### config.mk
export PLATFORM = sky130hd
export DESIGN_NAME = current_setpoint_ramp
export DESIGN_NICKNAME = d
export VERILOG_FILES = /design/src/rtl/current_setpoint_ramp.sv
export SDC_FILE = /design/constraint.sdc
export NUM_CORES = 1
export LEC_CHECK = 0
export BUFFER_PORTS_ARGS = -buffer_cell sky130_fd_sc_hd__buf_4
export CAP_MARGIN = 30
export CORE_MARGIN = 2
export CORE_UTILIZATION = 45
export DETAILED_ROUTE_END_ITERATION = 8
export PLACE_DENSITY = 0.68
export SLEW_MARGIN = 0
export SYNTH_ARGS = -nofsm -noshare
export SYNTH_HDL_FRONTEND = slang
export SYNTH_SLANG_ARGS = --single-unit
### constraint.sdc
create_clock -name clk -period 8.4 [get_ports clk]
set_input_delay 0.84 -clock clk [delete_from_list [all_inputs] [get_ports clk]]
set_output_delay 0.84 -clock clk [all_outputs]
set_load 0.005 [all_outputs]
### src/rtl/current_setpoint_ramp.sv
// Slew-limited current setpoint generator: decodes a current code into a target and ramps I toward it
// in bounded steps on a programmable tick. Optional sticky out-of-range flag under `RANGE_ERR_EN`.
module current_setpoint_ramp #(
  parameter int unsigned CODE_W     = 4,
  parameter int unsigned MAX_CODE   = 10,
  parameter int unsigned UNIT       = 10,
  parameter int unsigned DECO_SCALE = 10,
  parameter int unsigned I_W        = 7,
  parameter int unsigned DECO_W     = 10,
  parameter int unsigned STEP       = 10,
  parameter int unsigned TICK_DIV   = 1000
) (
  input  logic              clk,
  input  logic              rst,
  input  logic [CODE_W-1:0] corriente,
  input  logic              load,
  output logic [I_W-1:0]    I,
  output logic [DECO_W-1:0] I_deco,
  output logic [I_W-1:0]    target,
  output logic              ramping,
  output logic              done
`ifdef RANGE_ERR_EN
  ,
  output logic              range_err
`endif
);

  localparam int unsigned CNT_W = (TICK_DIV > 1) ? $clog2(TICK_DIV) : 1;
  localparam logic [CNT_W-1:0] CNT_LAST = CNT_W'(TICK_DIV - 1);

  typedef enum logic {IDLE, RAMP} state_t;

  state_t           state;
  logic [CNT_W-1:0] tick_cnt;
  logic             code_bad;
  logic             tick_last;
  logic [I_W-1:0]   new_target;
  logic [I_W-1:0]   eff_target;
  logic [I_W-1:0]   diff;
  logic [I_W-1:0]   step_amt;
  logic [I_W-1:0]   next_i;

  // A load coincident with a terminal tick steps toward the freshly decoded target.
  always_comb begin
    code_bad   = 32'(corriente) > MAX_CODE;
    new_target = code_bad ? '0 : I_W'(32'(corriente) * UNIT);
    eff_target = load ? new_target : target;
    diff       = (eff_target > I) ? (eff_target - I) : (I - eff_target);
    step_amt   = (32'(diff) > STEP) ? I_W'(STEP) : diff;
    next_i     = (eff_target > I) ? (I + step_amt) : (I - step_amt);
    tick_last  = (tick_cnt == CNT_LAST);
  end

  always_ff @(posedge clk or posedge rst) begin
    if (rst) begin
      state    <= IDLE;
      tick_cnt <= '0;
      I        <= '0;
      I_deco   <= '0;
      target   <= '0;
      ramping  <= 1'b0;
      done     <= 1'b0;
`ifdef RANGE_ERR_EN
      range_err <= 1'b0;
`endif
    end else begin
      done <= 1'b0;
`ifdef RANGE_ERR_EN
      if (load && code_bad) range_err <= 1'b1;
`endif
      unique case (state)
        IDLE: begin
          if (load) begin
            target <= new_target;
            if (new_target == I) begin
              done <= 1'b1;
            end else begin
              tick_cnt <= '0;
              state    <= RAMP;
              ramping  <= 1'b1;
            end
          end
        end
        RAMP: begin
          if (load) target <= new_target;
          // Retarget onto the present I finishes at once; otherwise the tick cadence is kept.
          if (load && (new_target == I)) begin
            state    <= IDLE;
            ramping  <= 1'b0;
            done     <= 1'b1;
            tick_cnt <= '0;
          end else if (tick_last) begin
            I        <= next_i;
            I_deco   <= DECO_W'(32'(next_i) * DECO_SCALE);
            tick_cnt <= '0;
            if (next_i == eff_target) begin
              state   <= IDLE;
              ramping <= 1'b0;
              done    <= 1'b1;
            end
          end else begin
            tick_cnt <= tick_cnt + 1'b1;
          end
        end
        default: state <= IDLE;
      endcase
    end
  end

endmodule

== After elaboration in Yosys (flattened, before gate mapping) ==
Index checks and enable logic that the tools add are counted.

* Bits in registers: 36

* $add $sub $neg: 5
* Multiply operators: 2
* $lt $le $gt $ge: 3
* Equal/unequal tests: 7
* Mux-type cells: 28
* Bitwise logic cells: 2
* Reduce and logical (&&, ||, !) cells: 4

{| class="wikitable"
|+ Operators by type and width
! cell !! count
|-
| $mux 10 || 4
|-
| $mux 7 || 5
|-
| $sub 7x7->7 || 3
|-
| $pmux 10 s2 || 1
|-
| $mux 1 || 15
|-
| $eq 7x7->1 || 2
|-
| $add 10x1->10 const B || 1
|-
| $eq 10x10->1 const B || 1
|-
| $mul 7x3->9 const B || 1
|-
| $add 7x7->7 || 1
|-
| $gt 7x4->1 const B || 1
|-
| $gt 7x7->1 || 1
|-
| $mul 4x3->6 const B || 1
|-
| $ne 3x1->1 const B || 2
|-
| $pmux 1 s2 || 3
|-
| $gt 4x4->1 const B || 1
|-
| $ne 2x2->1 const B || 2
|-
| $reduce_and 4->1 || 1
|-
| $reduce_and 3->1 || 1
|-
| $not 1->1 || 2
|-
| $reduce_and 2->1 || 1
|-
| $logic_and 1x1->1 || 1
|}

== Longest topological paths before layout ==
* Depth after elaboration: 14
* Gate-level depth with buffers: 33
* Gate-level depth less buffers: 32

== Worst setup path after synthesis ==
Ideal clock, no wire load.

* Path type: input -> register
* Start point: in corriente[1]
* End point: reg I_deco[9]
* Arrival time: 7.698 ns
* Slack: 0.564 ns
* Stages on the path: 30
* Path buffers: 1
* Path through: ha_1 > ha_1 > fa_1 > nand2_1 > a2bb2oi_1 > inv_1 > ha_1 > nand2_1 > a211oi_4 > o21ai_2 > or3_1 > and4_1 > or4b_1 > buf_2 > or3_1 > ha_1 > o21ai_0 > ha_1 > nor2b_1 > o31a_1 > a311oi_1 > inv_1 > ha_1 > ha_1 > a21oi_1 > o21bai_1 > a21oi_1 > xnor2_1 > xnor2_1 > o21ai_0

* Word-level cells in the longest chain between the ends: 10
* Elaborated cells on any way between the ends: 18
* Classes of those cells: 4 x add/sub; 2 x mul; 3 x order compare; 1 x eq/ne; 5 x mux; 1 x bitwise; 2 x reduce/logical

{| class="wikitable"
|+ Ends and longest elaborated chain
! item !! line !! text
|-
| from (decl) || 15 || <nowiki>input logic [CODE_W-1:0] corriente,</nowiki>
|-
| $mul 4x3->6 or $gt 4x4->1 (tied branches) || 46, 45 ||
|-
| $mux 7 (*) || 46 || <nowiki>new_target = code_bad ? '0 : I_W'(32'(corriente) * UNIT);</nowiki>
|-
| $mux 7 (*) || n/a ||
|-
| net eff_target[5] || 38 || <nowiki>logic [I_W-1:0] eff_target;</nowiki>
|-
| $sub 7x7->7 or $gt 7x7->1 (tied branches) || 48, 50 ||
|-
| $mux 7 || 48 || <nowiki>diff = (eff_target > I) ? (eff_target - I) : (I - eff_target);</nowiki>
|-
| $gt 7x4->1 || 49 || <nowiki>step_amt = (32'(diff) > STEP) ? I_W'(STEP) : diff;</nowiki>
|-
| $mux 7 || 49 ||
|-
| $sub 7x7->7 or $add 7x7->7 (tied branches) || 50 || <nowiki>next_i = (eff_target > I) ? (I + step_amt) : (I - step_amt);</nowiki>
|-
| $mux 7 (*) || 50 ||
|-
| net next_i[5] || 41 || <nowiki>logic [I_W-1:0] next_i;</nowiki>
|-
| $mul 7x3->9 (*) || 94 || <nowiki>I_deco <= DECO_W'(32'(next_i) * DECO_SCALE);</nowiki>
|-
| to (signal assigned) || 94 ||
|-
| to (decl) || 18 || <nowiki>output logic [DECO_W-1:0] I_deco,</nowiki>
|}

Mark *: on every way through the listed nets, which the timed path passes. The rest lies on a longest branch.
A chain may end at the register's enable or synchronous reset.

== Final worst setup path ==
Ends and elaborated chain as after synthesis.

==> key figures <==
Status
  – Status: finished clean

Detailed routing
  – Max Used Layer: met4
  – Post-route DRC: 0
  – Vias: 2676
  – Met1 wire length: 3.40 mm
  – WL/cell: 15.3 um
  – TritonRoute pass-1 iters: 4
  – Routed Wire Length: 7.21 mm
  – Met3 WL: 365 um
  – Drt first-iter violations: 169
  – Met2 WL: 3.34 mm
  – Routed vias/inst: 5.69
  – Routed Antenna Nets: 0

Power
  – Worst VDD drop: 0.158 mV
  – Cell internal pwr: 0.485 mW
  – Power per cell area: 235 nW/um2
  – Comb power frac: 60.3%
  – Clock network fraction of total power: 15.0%
  – Sw power: 0.344 mW
  – Total power: 0.830 mW
  – Seq pwr share: 24.6%
  – Leak Pwr: 1.64 nW
  – Switching portion of total power: 41.5%

Timing
  – Final Hold Violating Endpoints: 0
  – Final Setup Violations: 0
  – Final hold slack: 0.497 ns
  – Final slew viol count: 0
  – Worst Max-Slew Pin Slew: 0.787 ns
  – Slew margin rel.: 47.4%
  – Worst Slack Setup Final: 0.426 ns
  – Clock skew: 0.00878 ns
  – Period utilization: 94.9%
  – Fin crit period: 7.97 ns
  – Peak Freq: 0.125 GHz

GRT
  – Global-route wire length before repair: 12.1 mm
  – Vias in the first global route: 2469
  – Initial antenna violation count: 0
  – Congestion Overflow GR: 0
  – Total track usage: 20.0%
  – Largest net degree at the start of global routing: 35

Layout
  – # fillers: 620
  – Final nets: 431
  – Most common cell after layout, fill and taps aside: buf_4
  – Most frequent cells in the layout: 39 x buf_4, 34 x dfrtp_1, 32 x nand2_1
  – Area delta synth->final: 14.6%
  – Share of cells above drive strength 1: 17.7%
  – Final core utilization: 52.6%
  – Inserted Diodes: 0
  – Final std cells w/o fill: 470

Flow run
  – Max-cap violations: 0

Clock tree
  – Clk_lat worst skew: 0.28 ns
  – Clk sink count: 34
  – Clock slew at the register clock pins of the worst setup and hold paths: 0.06 ns
  – Bufs on Longest Clock Path: 2
  – TritonCTS clock tree: built
  – Cts bufs inserted: 5
  – H-tree Lvls: 2
  – Root buf cell: clkbuf_8
  – Hold Buf Count CTS: 0

Placed design
  – Placed Cells: 461
  – DPL Wire Length: 5.51 mm
  – Pre-CTS WS: -0.0258 ns
  – Port Buffers: 31
  – GPL Wtd Cong: 0.907

Yosys
  – Synth warn: 0
  – FF+latch count, synth: 34
  – Post-synthesis area per instance: 8.72 um2
  – Seq/Total Area, Yosys: 27.6%
  – Syn Inst Count: 354
  – Async SR Flop Fraction: 100%
  – EDFF count, synth: 0
  – Post-synth design cell area: 3090 um2
  – Yosys cell types: 63
  – Most common flop cell mapped by yosys: dfrtp_1
  – Synth Net Count: 396

Floorplanning
  – Die H: 86.8 um
  – Die X: 86.8 um
  – Core Rows: 30
  – Area of the core: 6720 um2
  – Die ar.: 7540 um2
  – Ports: 33
  – Starting density of the core: 45.9%

Critical path
  – Worst Path Arrival: 8.10 ns
  – CP max-delay cell: or4b_1
  – CP max stage delay: 0.58 ns
  – Critical path class: in -> reg
  – Critical path peak fanout: 9
  – Delay-heaviest family, CP: adder cells
  – Most used cell, CP: ha_1
  – Critical path launch point type: primary input
  – Data required, critical path: 8.52 ns
  – Critical path buffers and inverters: 3
  – Crit path capture type: flop

Hold path
  – Hold WC Path Type: reg -> reg
path summary, 6_finish.rpt:
path | from | end | slack [ns] | cells after the start
max in group asynchronous | rst | tick_cnt[6] | 7.43 | 3
min in group asynchronous | rst | I_deco[3] | 0.66 | 3
worst min register to register | I_deco[7] | I_deco[7] | 0.50 | 2
worst max register to register | I[1] | I_deco[9] | 1.56 | 24
worst min-delay path | I_deco[7] | I_deco[7] | 0.50 | 2
worst max-delay path | corriente[1] | I_deco[9] | 0.43 | 30
flip-flops by register name, summed over array words and instances, names as in the netlist:
signal	cells
state	1
I	7
I_deco	7
done	1
tick_cnt	10
ramping	1
target	7
worst reg2reg max path, cell delays in order, from the launching register on:
cell	delay [ns]
dfrtp_1	0.60
inv_1	0.16
ha_1	0.37
or2b_1	0.30
a211oi_4	0.33
o21ai_4	0.15
or3_1	0.35
and4_1	0.20
or4b_1	0.58
or3_1	0.40
ha_1	0.28
o21ai_0	0.32
ha_1	0.30
nor2b_1	0.14
o31a_1	0.27
a311oi_1	0.35
inv_1	0.11
ha_1	0.30
ha_1	0.34
a21oi_1	0.22
o21bai_1	0.09
a21oi_1	0.17
xnor2_1	0.15
xnor2_1	0.13
o21ai_0	0.08
cell type report:
| class | instances | area [um2] | area share [%] |
|---|---|---|---|
| clock inverters | 1 | 5.00 | 0.142 |
| clock buffers | 7 | 86.3 | 2.44 |
| inverters | 28 | 105 | 2.97 |
| flip-flops and latches | 34 | 851 | 24.1 |
| multi-input cells | 281 | 2100 | 59.3 |
| repair buffers | 39 | 293 | 8.28 |
| well taps | 80 | 100 | 2.83 |
cells by family (layout without fill, tap and decap cells):
kind of cell	count (synthesis)	count (layout)	share of synthesized area, %
AO/OA/AOI/OAI	92	92	20.6
other	1	1	0.121
XOR/XNOR	34	34	9.65
AND/OR/NAND/NOR	107	107	17.1
buffers and inverters	39	75	5.67
adder cells (fa/ha/maj)	35	35	15.2
flip-flops	34	34	27.6
multiplexers	12	12	4.13
power by group through the flow:
stage          sequential [mW]  clock, mW  combinational, mW
2_1_floorplan            0.203          0              0.379
3_3_place_gp             0.206          0              0.483
3_5_place_dp             0.207          0              0.488
4_1_cts                  0.204      0.129              0.494
5_1_grt                  0.207      0.137              0.568
6_report                 0.204      0.125              0.501
metal layers:
layer / track usage [%] / vias up
li1: - / 1325
met1: 29.3 / 1247
met2: 31.4 / 93
met3: 2.76 / 11
met4: 4.40 / 0
met5: 0 / -
synth_stat cells (all sizes together), types with 2 or more instances:
library cell | instances | share of area, %
a2bb2oi | 2 | 0.57
nor3 | 7 | 1.1
xnor2 | 27 | 7.7
or2 | 3 | 0.61
nand3 | 12 | 1.9
a21oi | 27 | 4.5
a21o | 6 | 1.5
nor2b | 4 | 0.81
or4 | 2 | 0.49
nand2b | 4 | 0.81
o2bb2ai | 2 | 0.57
mux2 | 6 | 2.2
or4b | 2 | 0.65
inv | 28 | 3.4
xor2 | 7 | 2.0
mux2i | 6 | 1.9
o221a | 3 | 1.1
buf | 7 | 1.8
and2 | 3 | 0.61
fa | 4 | 2.6
o21ai | 27 | 4.9
or3 | 2 | 0.41
nand4 | 4 | 0.81
nand2 | 32 | 3.9
clkbuf | 4 | 0.49
nor4 | 2 | 0.41
o21bai | 3 | 0.73
ha | 31 | 13
a211oi | 3 | 1.1
dfrtp | 34 | 28
o211ai | 2 | 0.65
nor2 | 24 | 2.9
o21a | 4 | 1.2
stage by stage:
step / instance area (um2) / TNS, ns
after CTS: 3490 / 0
after floorplan: 3090 / 0
after global routing: 3540 / -0.0106
final: 3540 / 0
after detailed placement: 3400 / -0.0258
after global placement: 3400 / 0
timing repair:
| action | 4_1_cts | 5_1_grt |
|---|---|---|
| endpoints found under the setup margin | 0 | 2 |
| gates resized for setup | 0 | 8 |
| setup buffers | 0 | 1 |
No activity file was read; power rests on OpenSTA's default activity.
